$ cat src/rtl/imm_pkg.sv
// Shared definitions for immediate generation: major opcodes (inst[6:2]),
// the output format code and the supported datapath widths.
package imm_pkg;

    // Major opcodes, instruction bits [6:2]
    localparam logic [4:0] OPC_LOAD      = 5'b00000;
    localparam logic [4:0] OPC_OP_IMM    = 5'b00100;
    localparam logic [4:0] OPC_AUIPC     = 5'b00101;
    localparam logic [4:0] OPC_OP_IMM_32 = 5'b00110;
    localparam logic [4:0] OPC_STORE     = 5'b01000;
    localparam logic [4:0] OPC_LUI       = 5'b01101;
    localparam logic [4:0] OPC_BRANCH    = 5'b11000;
    localparam logic [4:0] OPC_JALR      = 5'b11001;
    localparam logic [4:0] OPC_JAL       = 5'b11011;
    localparam logic [4:0] OPC_SYSTEM    = 5'b11100;

    // Immediate format code presented on out_fmt
    typedef enum logic [2:0] {
        FMT_NONE = 3'd0,
        FMT_I    = 3'd1,
        FMT_S    = 3'd2,
        FMT_B    = 3'd3,
        FMT_U    = 3'd4,
        FMT_J    = 3'd5,
        FMT_Z    = 3'd6
    } imm_fmt_e;

    // Supported datapath widths
    localparam int XLEN_32 = 32;
    localparam int XLEN_64 = 64;

    function automatic bit xlen_is_legal(input int xlen);
        return (xlen == XLEN_32) || (xlen == XLEN_64);
    endfunction

endpackage

$ cat src/rtl/imm_decode.sv
// Purely combinational immediate decoder: raw instruction -> XLEN-wide
// immediate and format code. Everything is built at 64 bits and then
// truncated, which gives the same result as extending straight to XLEN.
module imm_decode
    import imm_pkg::*;
#(
    parameter int XLEN        = 64,
    parameter bit EN_CSR_ZIMM = 1'b1
) (
    input  logic [31:0]     inst,
    output logic [XLEN-1:0] imm,
    output imm_fmt_e        fmt
);

    generate
        if (!xlen_is_legal(XLEN)) begin : g_bad_xlen
            $error("imm_decode: XLEN must be 32 or 64");
        end
    endgenerate

    logic [4:0]  opc;
    logic [63:0] imm_full;

    assign opc = inst[6:2];

    // Select the immediate layout from the major opcode; non-32-bit encodings decode as NONE
    always_comb begin
        imm_full = '0;
        fmt      = FMT_NONE;
        if (inst[1:0] == 2'b11) begin
            case (opc)
                OPC_OP_IMM, OPC_LOAD, OPC_JALR: begin
                    imm_full = {{52{inst[31]}}, inst[31:20]};
                    fmt      = FMT_I;
                end
                OPC_OP_IMM_32: begin
                    // The W-suffixed ALU ops only exist on RV64
                    if (XLEN == XLEN_64) begin
                        imm_full = {{52{inst[31]}}, inst[31:20]};
                        fmt      = FMT_I;
                    end
                end
                OPC_STORE: begin
                    imm_full = {{52{inst[31]}}, inst[31:25], inst[11:7]};
                    fmt      = FMT_S;
                end
                OPC_BRANCH: begin
                    imm_full = {{51{inst[31]}}, inst[31], inst[7], inst[30:25],
                                inst[11:8], 1'b0};
                    fmt      = FMT_B;
                end
                OPC_LUI, OPC_AUIPC: begin
                    imm_full = {{32{inst[31]}}, inst[31:12], 12'b0};
                    fmt      = FMT_U;
                end
                OPC_JAL: begin
                    imm_full = {{43{inst[31]}}, inst[31], inst[19:12], inst[20],
                                inst[30:21], 1'b0};
                    fmt      = FMT_J;
                end
                OPC_SYSTEM: begin
                    // Only the CSR*I forms (funct3[2] set) carry a uimm
                    if (EN_CSR_ZIMM && inst[14]) begin
                        imm_full = {59'b0, inst[19:15]};
                        fmt      = FMT_Z;
                    end
                end
                default: begin
                    imm_full = '0;
                    fmt      = FMT_NONE;
                end
            endcase
        end
    end

    assign imm = imm_full[XLEN-1:0];

endmodule

$ cat src/rtl/imm_gen_stage.sv
// Registered immediate-generation stage: decodes on the way in, then holds
// the result in an output register backed by a one-entry skid register so
// the stage sustains one result per cycle under backpressure.
//
// Handshake: a transfer happens on a rising edge where valid and ready are
// both high. in_ready depends only on registered state (skid empty), never
// on out_ready. Once out_valid is raised, out_* stay unchanged until the
// cycle out_ready is high. Flush overrides everything and drops any input
// presented in that cycle.
module imm_gen_stage
    import imm_pkg::*;
#(
    parameter int XLEN        = 64,
    parameter int TAG_W       = 64,
    parameter bit EN_CSR_ZIMM = 1'b1
) (
    input  logic             clk,
    input  logic             rst_n,
    input  logic             flush,
    input  logic             in_valid,
    output logic             in_ready,
    input  logic [31:0]      in_inst,
    input  logic [TAG_W-1:0] in_tag,
    output logic             out_valid,
    input  logic             out_ready,
    output logic [XLEN-1:0]  out_imm,
    output logic [2:0]       out_fmt,
    output logic [TAG_W-1:0] out_tag
);

    logic [XLEN-1:0]  dec_imm;
    imm_fmt_e         dec_fmt;

    logic             out_valid_q, out_valid_d;
    logic [XLEN-1:0]  out_imm_q,   out_imm_d;
    imm_fmt_e         out_fmt_q,   out_fmt_d;
    logic [TAG_W-1:0] out_tag_q,   out_tag_d;

    logic             skid_valid_q, skid_valid_d;
    logic [XLEN-1:0]  skid_imm_q,   skid_imm_d;
    imm_fmt_e         skid_fmt_q,   skid_fmt_d;
    logic [TAG_W-1:0] skid_tag_q,   skid_tag_d;

    logic             in_xfer;
    logic             out_free;

    imm_decode #(
        .XLEN        (XLEN),
        .EN_CSR_ZIMM (EN_CSR_ZIMM)
    ) u_decode (
        .inst (in_inst),
        .imm  (dec_imm),
        .fmt  (dec_fmt)
    );

    assign in_ready = !skid_valid_q;
    assign in_xfer  = in_valid && in_ready;
    assign out_free = !out_valid_q || out_ready;

    // Next-state for output and skid registers; skid is always the older entry
    always_comb begin
        out_valid_d  = out_valid_q;
        out_imm_d    = out_imm_q;
        out_fmt_d    = out_fmt_q;
        out_tag_d    = out_tag_q;
        skid_valid_d = skid_valid_q;
        skid_imm_d   = skid_imm_q;
        skid_fmt_d   = skid_fmt_q;
        skid_tag_d   = skid_tag_q;

        if (flush) begin
            out_valid_d  = 1'b0;
            skid_valid_d = 1'b0;
        end else if (out_free) begin
            if (skid_valid_q) begin
                out_valid_d  = 1'b1;
                out_imm_d    = skid_imm_q;
                out_fmt_d    = skid_fmt_q;
                out_tag_d    = skid_tag_q;
                skid_valid_d = in_xfer;
                if (in_xfer) begin
                    skid_imm_d = dec_imm;
                    skid_fmt_d = dec_fmt;
                    skid_tag_d = in_tag;
                end
            end else if (in_xfer) begin
                out_valid_d = 1'b1;
                out_imm_d   = dec_imm;
                out_fmt_d   = dec_fmt;
                out_tag_d   = in_tag;
            end else begin
                out_valid_d = 1'b0;
            end
        end else if (in_xfer) begin
            skid_valid_d = 1'b1;
            skid_imm_d   = dec_imm;
            skid_fmt_d   = dec_fmt;
            skid_tag_d   = in_tag;
        end
    end

    // State registers with asynchronous clear
    always_ff @(posedge clk or negedge rst_n) begin
        if (!rst_n) begin
            out_valid_q  <= 1'b0;
            out_imm_q    <= '0;
            out_fmt_q    <= FMT_NONE;
            out_tag_q    <= '0;
            skid_valid_q <= 1'b0;
            skid_imm_q   <= '0;
            skid_fmt_q   <= FMT_NONE;
            skid_tag_q   <= '0;
        end else begin
            out_valid_q  <= out_valid_d;
            out_imm_q    <= out_imm_d;
            out_fmt_q    <= out_fmt_d;
            out_tag_q    <= out_tag_d;
            skid_valid_q <= skid_valid_d;
            skid_imm_q   <= skid_imm_d;
            skid_fmt_q   <= skid_fmt_d;
            skid_tag_q   <= skid_tag_d;
        end
    end

    assign out_valid = out_valid_q;
    assign out_imm   = out_imm_q;
    assign out_fmt   = out_fmt_q;
    assign out_tag   = out_tag_q;

endmodule

$ cat config.mk
export PLATFORM = sky130hd
export DESIGN_NAME = imm_gen_stage
export DESIGN_NICKNAME = d
export VERILOG_FILES = /design/src/rtl/imm_pkg.sv /design/src/rtl/imm_decode.sv /design/src/rtl/imm_gen_stage.sv
export SDC_FILE = /design/constraint.sdc
export NUM_CORES = 1
export LEC_CHECK = 0
export BUFFER_PORTS_ARGS = -buffer_cell sky130_fd_sc_hd__buf_2
export CAP_MARGIN = 20
export CORE_UTILIZATION = 45
export DETAILED_ROUTE_END_ITERATION = 10
export PLACE_DENSITY_LB_ADDON = 0.25
export SLEW_MARGIN = 20
export SYNTH_ARGS = -nofsm -noshare
export SYNTH_HDL_FRONTEND = slang
export SYNTH_SLANG_ARGS = --single-unit
$ cat constraint.sdc
create_clock -name clk -period 4.7 [get_ports clk]
set_input_delay 1.41 -clock clk [delete_from_list [all_inputs] [get_ports clk]]
set_output_delay 1.41 -clock clk [all_outputs]
set_load 0.02 [all_outputs]
==> flow_metrics.tcl, run 1 <==
set metrics [dict create \
    synth_compound_area_share_pct 12.46 \
    synth_warnings 0 \
    cts_hold_buf 0 \
    cts_htree_levels 4 \
    portBuffers 233 \
    synth_cell_types 45 \
    fin_crit_ns 3.189 \
    drt-initial-drc-count 382 \
    drc 0 \
    postCtsSetupBuffers 0 \
    crit_type "reg2out" \
    gpl.final_weighted_congestion 0.8697 \
    finish.utilization_pct 54.47 \
    via_per_inst 5.213 \
    ir_worst_vdd_mv 0.2419 \
    end_kind "output port" \
    drive_gt1_share_pct 36.45 \
    ios 234 \
    cp-start-kind "register" \
    clock_path_buffers 2 \
    worstPathRequired_ns 3.29 \
    nNetsFinal 1092 \
    maxClockFrequency_mhz 313.6 \
    arrival_ns 1.78 \
    worst_slack_ns 1.511 \
    yosysTopAreaCell "dfrtp_1" \
    ys_seq_area_share_pct 53.98 \
    power.total_mw 4.295 \
    cts_root_buf "clkbuf_16" \
    crit_fanout 59 \
    die_area_um2 21180 \
    clk_pin_slew_ns 0.07 \
    synthXorXnorAreaFrac_pct 0 \
    overflow 0 \
    power_density_nw_per_um2 389.7 \
    postSynthCellCount 819 \
    synth_nets 920 \
    synth.top_cell.area_share_pct 53.98 \
    tightest_slew_ns 0.9186 \
    core_area_um2 20230 \
    wirelength_mm 21.12 \
    antenna_left 0 \
    num_vias 6652 \
    synthSimpleGateAreaFrac_pct 9.055 \
    synth_top_family_by_area "multiplexers" \
    die_h_um 145.5 \
    hold_viol 0 \
    wire_per_inst_um 16.55 \
    report.final.slew_viol_count 0 \
    synth_area_leaders "dfrtp_1, mux2i_1, mux2_2" \
    antenna_found_initial 2 \
    drv_cap 0 \
    cts_tree "done" \
    initial_utilization_pct 45.82 \
    cts_inserted_buffers 17 \
    synthesis.area_um2 9271 \
    fin_skew_ns 0.009820 \
    grt_use_total_pct 20.75 \
    rsz0062_at_grt "false" \
    pre_cts_slack_ns 1.273 \
    grt_max_degree 89 \
    die_x_um 145.5 \
    synth_seq_cells 200 \
    clkSinkCount 200 \
    finalInstanceArea_um2 11020 \
    p_leak_nw 5.196 \
    post_cts_resize_count 0 \
    grt_pass1_wl_mm 34.88 \
    timing.setup.tns_ns 0 \
    worstSkewPairLatency_ns 0.43 \
    finalSetupViolations 0 \
    first_pass_iters 4 \
    synthMuxAreaShare_pct 18.66 \
    synth_fa_ha_area_share_pct 0 \
    finalCritPeriodShare_pct 67.85 \
    status "finished, final reports clean" \
    placed_cell_area_um2 10430 \
    areaGrowthSynthToFinish_pct 18.88 \
    holdCritPathClass "reg2reg" \
    dp.final_hpwl_mm 14.11 \
    core.rowCount 52 \
    slew_headroom_pct 38.76 \
    synth.avg_cell_area_um2 11.32 \
    grt_pass1_vias 6430 \
]
## worst paths after layout
kind                       cells past startpoint              to      startpoint  slack [ns]
min in group asynchronous                      1     out_imm[13]           rst_n        1.00
max in group asynchronous                      2     out_tag[52]           rst_n        2.66
max                                            2        in_ready    skid_valid_q        1.51
max reg2reg                                    4     out_tag[30]    skid_valid_q        2.14
min                                            2  skid_imm_q[23]  skid_imm_q[23]        0.47
min reg2reg                                    2  skid_imm_q[23]  skid_imm_q[23]        0.47
## cells in the mapped netlist (all sizes together)
master,count
or3,1
mux2,71
o41ai,7
o21ai,65
or2,4
o2111ai,1
nor2,10
nand2b,3
nor3b,1
or3b,4
nand4b,2
dfrtp,200
o221ai,1
nand2,109
a21oi,25
buf,51
a2111oi,1
clkbuf,42
a222oi,4
o311ai,1
or4b,1
nor2b,4
mux2i,93
o32ai,1
nand3,4
a211oi,3
o21bai,1
and2,29
inv,10
or4,2
nor3,4
a221oi,1
o31ai,63
## registers in the layout, summed over array words and instances, names as in the netlist
name	flops
out_fmt	3
skid_fmt_q	3
skid_imm_q	32
out_imm	32
out_valid	1
skid_tag_q	64
out_tag	64
skid_valid_q	1
## metal layers
layer | track usage [%] | vias up | share of wire, %
met2 | 31.51 | 200 | 46
li1 | - | 3217 | -
met1 | 28.60 | 3210 | 45
met5 | 0 | - | 0
met4 | 6.947 | 0 | 1.6
met3 | 5.925 | 25 | 7.4
## layout by cell type, fill, tap and decap left out, types with 4 or more instances in the layout
| cell type | count |
|---|---|
| o21ai_0 | 32 |
| dfrtp_1 | 199 |
| and2_1 | 28 |
| inv_1 | 10 |
| mux2i_1 | 93 |
| buf_2 | 232 |
| nand2_1 | 109 |
| a21oi_1 | 24 |
| clkbuf_16 | 17 |
| inv_6 | 5 |
| o41ai_1 | 7 |
| mux2_2 | 71 |
| o31ai_2 | 6 |
| a222oi_1 | 4 |
| o31ai_1 | 57 |
| nor2_1 | 10 |
| nor2b_1 | 4 |
| buf_4 | 11 |
| o21ai_1 | 33 |
## critical path, stage by stage, from the launching register on
cell and delay (ns):
dfrtp_4 0.87, inv_1 0.23, buf_2 0.22
## cell families after synthesis
group | Yosys count
AND/OR/NAND/NOR | 178
buffers and inverters | 103
multiplexers | 164
flip-flops | 200
AO/OA/AOI/OAI | 174
## per-stage QoR
stage / std cells / hold slack (ns)
global placement: 1242 / 0.4515
detailed placement: 1242 / 0.4579
global route: 1274 / 0.4882
finish: 1276 / 0.4710
floorplan: 819 / 0.4402
CTS: 1274 / 0.4740
## power breakdown
group / switching (mW) / internal, mW / leakage [nW] / total (mW)
sequential: 0.124 / 1.96 / 2.57 / 2.09
combinational: 0.419 / 0.301 / 2.34 / 0.719
clock: 0.679 / 0.810 / 0.288 / 1.49
## cell type report
class,count,area [um2]
diodes,2,5.005
clock buffers,20,446.7
well taps,270,337.8
inverters,10,37.54
clock inverters,12,137.6
multi-input cells,516,3751
repair buffers,246,1297
fillers,1782,9213
flip-flops and latches,200,5009
(Power assumes the default switching activity.)
==> inputs of run 2 (changes only) <==
Settings changed: ABC_AREA set to 1.
Clock period 4.7 ns to 3.3 ns, I/O delays scaled along.
==> run 2 against run 1 <==
Clock power is 39% higher. Global-route usage is 0.85 points higher. First-iteration DRC count is 27% higher. Count of clock-buffer cells in the layout is 1 higher. Non-clock buffer count is 1 higher. Power is 46% higher. Flip-flop and latch count stayed put. Die area is 3.8% higher. Sequential power is 45% higher. Cell area is 2.5% higher. Sequential share of layout area is 1.1 points lower. Cell count is 33% higher. Critical endpoint is now out_imm[35].
==> flow_metrics.tcl, run 2 <==
set metrics [dict create \
    worstPathRequired_ns 2.31 \
    finalInstanceArea_um2 11300 \
    placed_cell_area_um2 10720 \
    clock_path_buffers 2 \
    p_leak_nw 6.691 \
    stdcell_count 1698 \
    synth_seq_cells 200 \
    synth_enable_flop_cells 0 \
    synth.avg_cell_area_um2 7.692 \
    die_x_um 148.3 \
    crit_type "reg2out" \
    synth.top_cell.area_share_pct 51.97 \
    antenna_found_initial 0 \
    status "finished, final reports clean" \
    fill_cells 2016 \
    drv_cap 0 \
    maxClockFrequency_mhz 404.1 \
    initial_utilization_pct 45.81 \
    grt_use_total_pct 21.60 \
    cts_htree_levels 4 \
    overflow 0 \
    synth_warnings 0 \
    ios 234 \
    synthesis.area_um2 9630 \
    finalCritPeriodShare_pct 74.98 \
    post_cts_resize_count 0 \
    fin_crit_ns 2.474 \
    path_cells "buf_2" \
    first_pass_iters 5 \
    postSynthCellCount 1252 \
    clkSinkCount 200 \
    crit_slowest_cell "dfrtp_1" \
    cts_hold_buf 0 \
    cp.buffers_inverters 1 \
    drc 0 \
    antenna_left 0 \
    clk_pin_slew_ns 0.07 \
    crit_fanout 34 \
    ys.flop_type "dfrtp_1" \
    ir_worst_vdd_mv 0.3301 \
    synth_most_common_cell "nand2_1" \
    fin_skew_ns 0.01289 \
    power_density_nw_per_um2 554.5 \
    max_stage_delay_ns 0.77 \
    wirelength_mm 22.53 \
    yosysTopAreaCell "dfrtp_1" \
    portBuffers 233 \
    grt_pass1_vias 7385 \
    gpl.final_weighted_congestion 0.8877 \
    timing.setup.tns_ns 0 \
    postCtsSetupBuffers 0 \
    finalSetupViolations 0 \
    grt_max_degree 123 \
    final_common_cell "nand2_1" \
    async_flop_share_pct 100.0 \
    die_area_um2 21990 \
    cts_tree "done" \
    synth_commonest_cells "nand2_1, dfrtp_1, o21ai_0, nor2_1, inv_1" \
    num_vias 8150 \
    slew_headroom_pct 46.18 \
    antennaDiodeCount 0 \
    finish.utilization_pct 53.74 \
    multi_input_area_um2 3679 \
    dp.final_hpwl_mm 15.21 \
    arrival_ns 1.48 \
    cts_inserted_buffers 17 \
    nNetsFinal 1511 \
    via_per_inst 4.800 \
    crit_family "flip-flops" \
    die_h_um 148.3 \
    wire_per_inst_um 13.27 \
    core_area_um2 21020 \
    grt_pass1_wl_mm 37.56 \
    core.rowCount 53 \
    synth_nets 1353 \
    synth_cell_types 24 \
    hold_viol 0 \
    numPlacedInstances 1666 \
    report.final.slew_viol_count 0 \
    holdCritPathClass "reg2reg" \
    ff_latch_area_um2 5005 \
    drive_gt1_share_pct 21.29 \
    drt-initial-drc-count 487 \
    synth_area_leaders "dfrtp_1, nand2_1, o21ai_0" \
    areaGrowthSynthToFinish_pct 17.31 \
    end_kind "output port" \
    final_cell_mix "nand2_1, buf_2, o21ai_0, dfrtp_1, nor2_1" \
    cts_root_buf "clkbuf_16" \
    cp-start-kind "register" \
    tightest_slew_ns 0.8072 \
    ys_seq_area_share_pct 51.97 \
    worstSkewPairLatency_ns 0.43 \
    rsz0062_at_grt "false" \
]
[run 2: stage by stage]
stage	power, mW	hold slack (ns)	worst slack [ns]
CTS	6.344	0.4782	0.7596
detailed placement	4.255	0.4595	0.6342
finish	6.265	0.4763	0.8256
global placement	4.217	0.4601	0.7097
floorplan	3.815	0.4478	1.135
global route	6.632	0.4973	0.6725
[run 2: worst paths after layout]
| kind | depth (start not counted) | from | to | slack, ns |
|---|---|---|---|---|
| max | 1 | out_imm[62] | out_imm[35] | 0.83 |
| min | 2 | out_fmt[0] | out_fmt[0] | 0.48 |
| max reg2reg | 6 | skid_valid_q | out_tag[32] | 1.31 |
| min reg2reg | 2 | out_fmt[0] | out_fmt[0] | 0.48 |
| max in group asynchronous | 2 | rst_n | out_tag[22] | 1.98 |
| min in group asynchronous | 1 | rst_n | out_tag[62] | 0.56 |
[run 2: cell type report]
type	instances	share of cell area, %
Sequential cell	200	44.30
Clock inverter	11	0.9857
Clock buffer	21	4.164
Multi-Input combinational cell	850	32.56
Timing Repair Buffer	247	11.77
Tap cell	275	3.046
Inverter	94	3.168
[run 2: metal layers]
layer / GRT usage, % / up-vias / part of all wire [%]
met3: 3.804 / 30 / 4.6
met4: 7.680 / 0 / 1.9
met2: 32.30 / 205 / 45
li1: - / 4195 / -
met5: 0 / - / 0
met1: 31.42 / 3720 / 48
[run 2: power by group]
group	switching [mW]	internal (mW)	total (mW)
clock	0.951	1.12	2.07
sequential	0.198	2.83	3.03
combinational	0.766	0.404	1.17
[run 2: kinds of logic (layout without fill, tap and decap cells)]
| logic type | after synthesis | count (layout) | synth area share [%] |
|---|---|---|---|
| AOI/OAI and AO/OA | 237 | 237 | 12.38 |
| buffers and inverters | 202 | 373 | 10.06 |
| DFF | 200 | 200 | 51.97 |
| and+or+nand+nor | 613 | 613 | 25.59 |
==> inputs of run 3 (changes only) <==
Clock period 3.3 ns to 2.4 ns, I/O delays scaled along.
==> run 3 against run 2 <==
Flip-flop and latch count unchanged. Clock power grew 45%. Setup slack got worse by 0.62 ns. Count of clock-buffer cells in the layout is 2 lower. Via count grew 1.2%. Sequential share of layout area decreased by 0.50 points. Die area did not move. Critical path depth is the same. Utilization is 0.62 points higher. Hold slack worse by 0.25 ns. Power rose by 40%.
==> flow_metrics.tcl, run 3 (same netlist as run 2, synthesis figures left out) <==
set metrics [dict create \
    core_area_um2 21020 \
    wirelength_mm 23.20 \
    die_h_um 148.3 \
    grtUsageMet2_pct 31.62 \
    portBuffers 233 \
    worstSkewPairLatency_ns 0.43 \
    via_per_inst 4.826 \
    clkSinkCount 200 \
    nNetsFinal 1521 \
    crit_fanout 34 \
    switching_power_mw 2.656 \
    hold_viol 0 \
    cp.buffers_inverters 1 \
    holdCritPathClass "in2async" \
    drv_cap 0 \
    die_area_um2 21990 \
    cts_inserted_buffers 17 \
    clock_path_buffers 2 \
    tightest_slew_ns 0.6491 \
    wire_per_inst_um 13.57 \
    power_density_nw_per_um2 770.0 \
    fin_skew_ns 0.01080 \
    stdcell_count 1709 \
    status "finished, final reports clean" \
    crit_type "reg2out" \
    pwr-share-seq_pct 47.4 \
    path_cells "buf_2" \
    rr_startpoint "skid_valid_q" \
    drive_gt1_share_pct 21.84 \
    finalCritPeriodShare_pct 91.46 \
    grt_max_degree 105 \
    initial_utilization_pct 45.81 \
    cp-start-kind "register" \
    p_int_mw 6.143 \
    ios 234 \
    first_pass_iters 5 \
    drc 0 \
    crit_slowest_cell "dfrtp_1" \
    grt.busiest_layer "met2" \
    maxClockFrequency_mhz 455.6 \
    finalSetupViolations 0 \
    antenna_left 0 \
    p_comb_share_pct 18.5 \
    grt_pass1_wl_mm 37.04 \
    gr-usage-met3_pct 3.650 \
    post_cts_resize_count 0 \
    grt_pass1_vias 7250 \
    gpl.final_weighted_congestion 0.9019 \
    report.final.slew_viol_count 0 \
    finish.utilization_pct 54.36 \
    worstPathRequired_ns 1.68 \
    ir_worst_vdd_mv 0.4592 \
    cts_htree_levels 4 \
    timing.setup.tns_ns 0 \
    swShare_pct 30.18 \
    areaGrowthSynthToFinish_pct 18.66 \
    fin_crit_ns 2.195 \
    final_cell_mix "nand2_1, buf_2, o21ai_0, dfrtp_1, nor2_1" \
    clk_pin_slew_ns 0.07 \
    slew_headroom_pct 56.72 \
    overflow 0 \
    crit_path_start "out_imm[62]" \
    arrival_ns 1.47 \
    rsz0062_at_grt "false" \
    cts_root_buf "clkbuf_16" \
    num_vias 8247 \
    numPlacedInstances 1676 \
    cts_tree "done" \
    die_x_um 148.3 \
    crit_family "flip-flops" \
    cts_hold_buf 0 \
    grtUsageMet1_pct 30.54 \
    end_kind "output port" \
    core.rowCount 53 \
    p_leak_nw 6.765 \
    antenna_found_initial 2 \
    dp.final_hpwl_mm 15.74 \
    p_clk_share_pct 34.1 \
    max_stage_delay_ns 0.76 \
    grt_use_total_pct 21.20 \
    final_common_cell "nand2_1" \
    drt-initial-drc-count 570 \
    postCtsSetupBuffers 0 \
]
-- run 3: changes by cell type in the layout (fill, tap and decap cells not counted), moves of 2 or more --
cell	previous run	this run
buf_4	10	18
buf_12	4	6
clkbuf_8	4	2
bufinv_16	1	3
-- run 3: layer usage --
layer  vias to the layer above  share of wire (%)
li1                       4209                  -
met1                      3742                 48
met2                       258                 45
met3                        36                5.5
met4                         2                2.0
met5                         -              0.056
-- run 3: cell type report --
cell class                      count  area (um2)
Clock inverter                     13       166.4
Sequential cell                   200        5005
Clock buffer                       19       442.9
Tap cell                          275       344.1
Multi-Input combinational cell    850        3679
Fill cell                        2025        9594
Antenna cell                        1       2.502
Inverter                           94       357.8
Timing Repair Buffer              257        1430
-- run 3: path summary, 6_finish.rpt --
path                                     to  slack (ns)  cells past startpoint
worst max-delay path            out_imm[47]        0.21                      1
worst min-delay path            out_tag[57]        0.23                      1
worst max register to register   out_imm[8]        0.69                      7
worst min register to register   out_imm[1]        0.48                      2
max in group asynchronous       out_imm[20]        1.53                      2
min in group clk                 out_imm[1]        0.48                      2
-- run 3: power by group through the flow --
stage | registers [mW] | clock network (mW) | logic (mW)
finish | 4.17 | 3.00 | 1.63
global route | 4.22 | 3.20 | 1.84
CTS | 4.17 | 3.06 | 1.65
detailed placement | 4.23 | 0 | 1.65
global placement | 4.20 | 0 | 1.62
floorplan | 4.47 | 0 | 0.775
-- run 3: stage by stage --
step / total power, mW / area (um2) / hold slack (ns) / setup slack, ns
2_1_floorplan: 5.246 / 9630 / 0.4244 / 0.5048
3_3_place_gp: 5.821 / 10820 / 0.4608 / 0.08085
3_5_place_dp: 5.876 / 10820 / 0.4617 / 0.01787
4_1_cts: 8.884 / 11420 / 0.2384 / 0.1611
5_1_grt: 9.260 / 11430 / 0.2506 / 0.04598
6_report: 8.799 / 11430 / 0.2299 / 0.2050
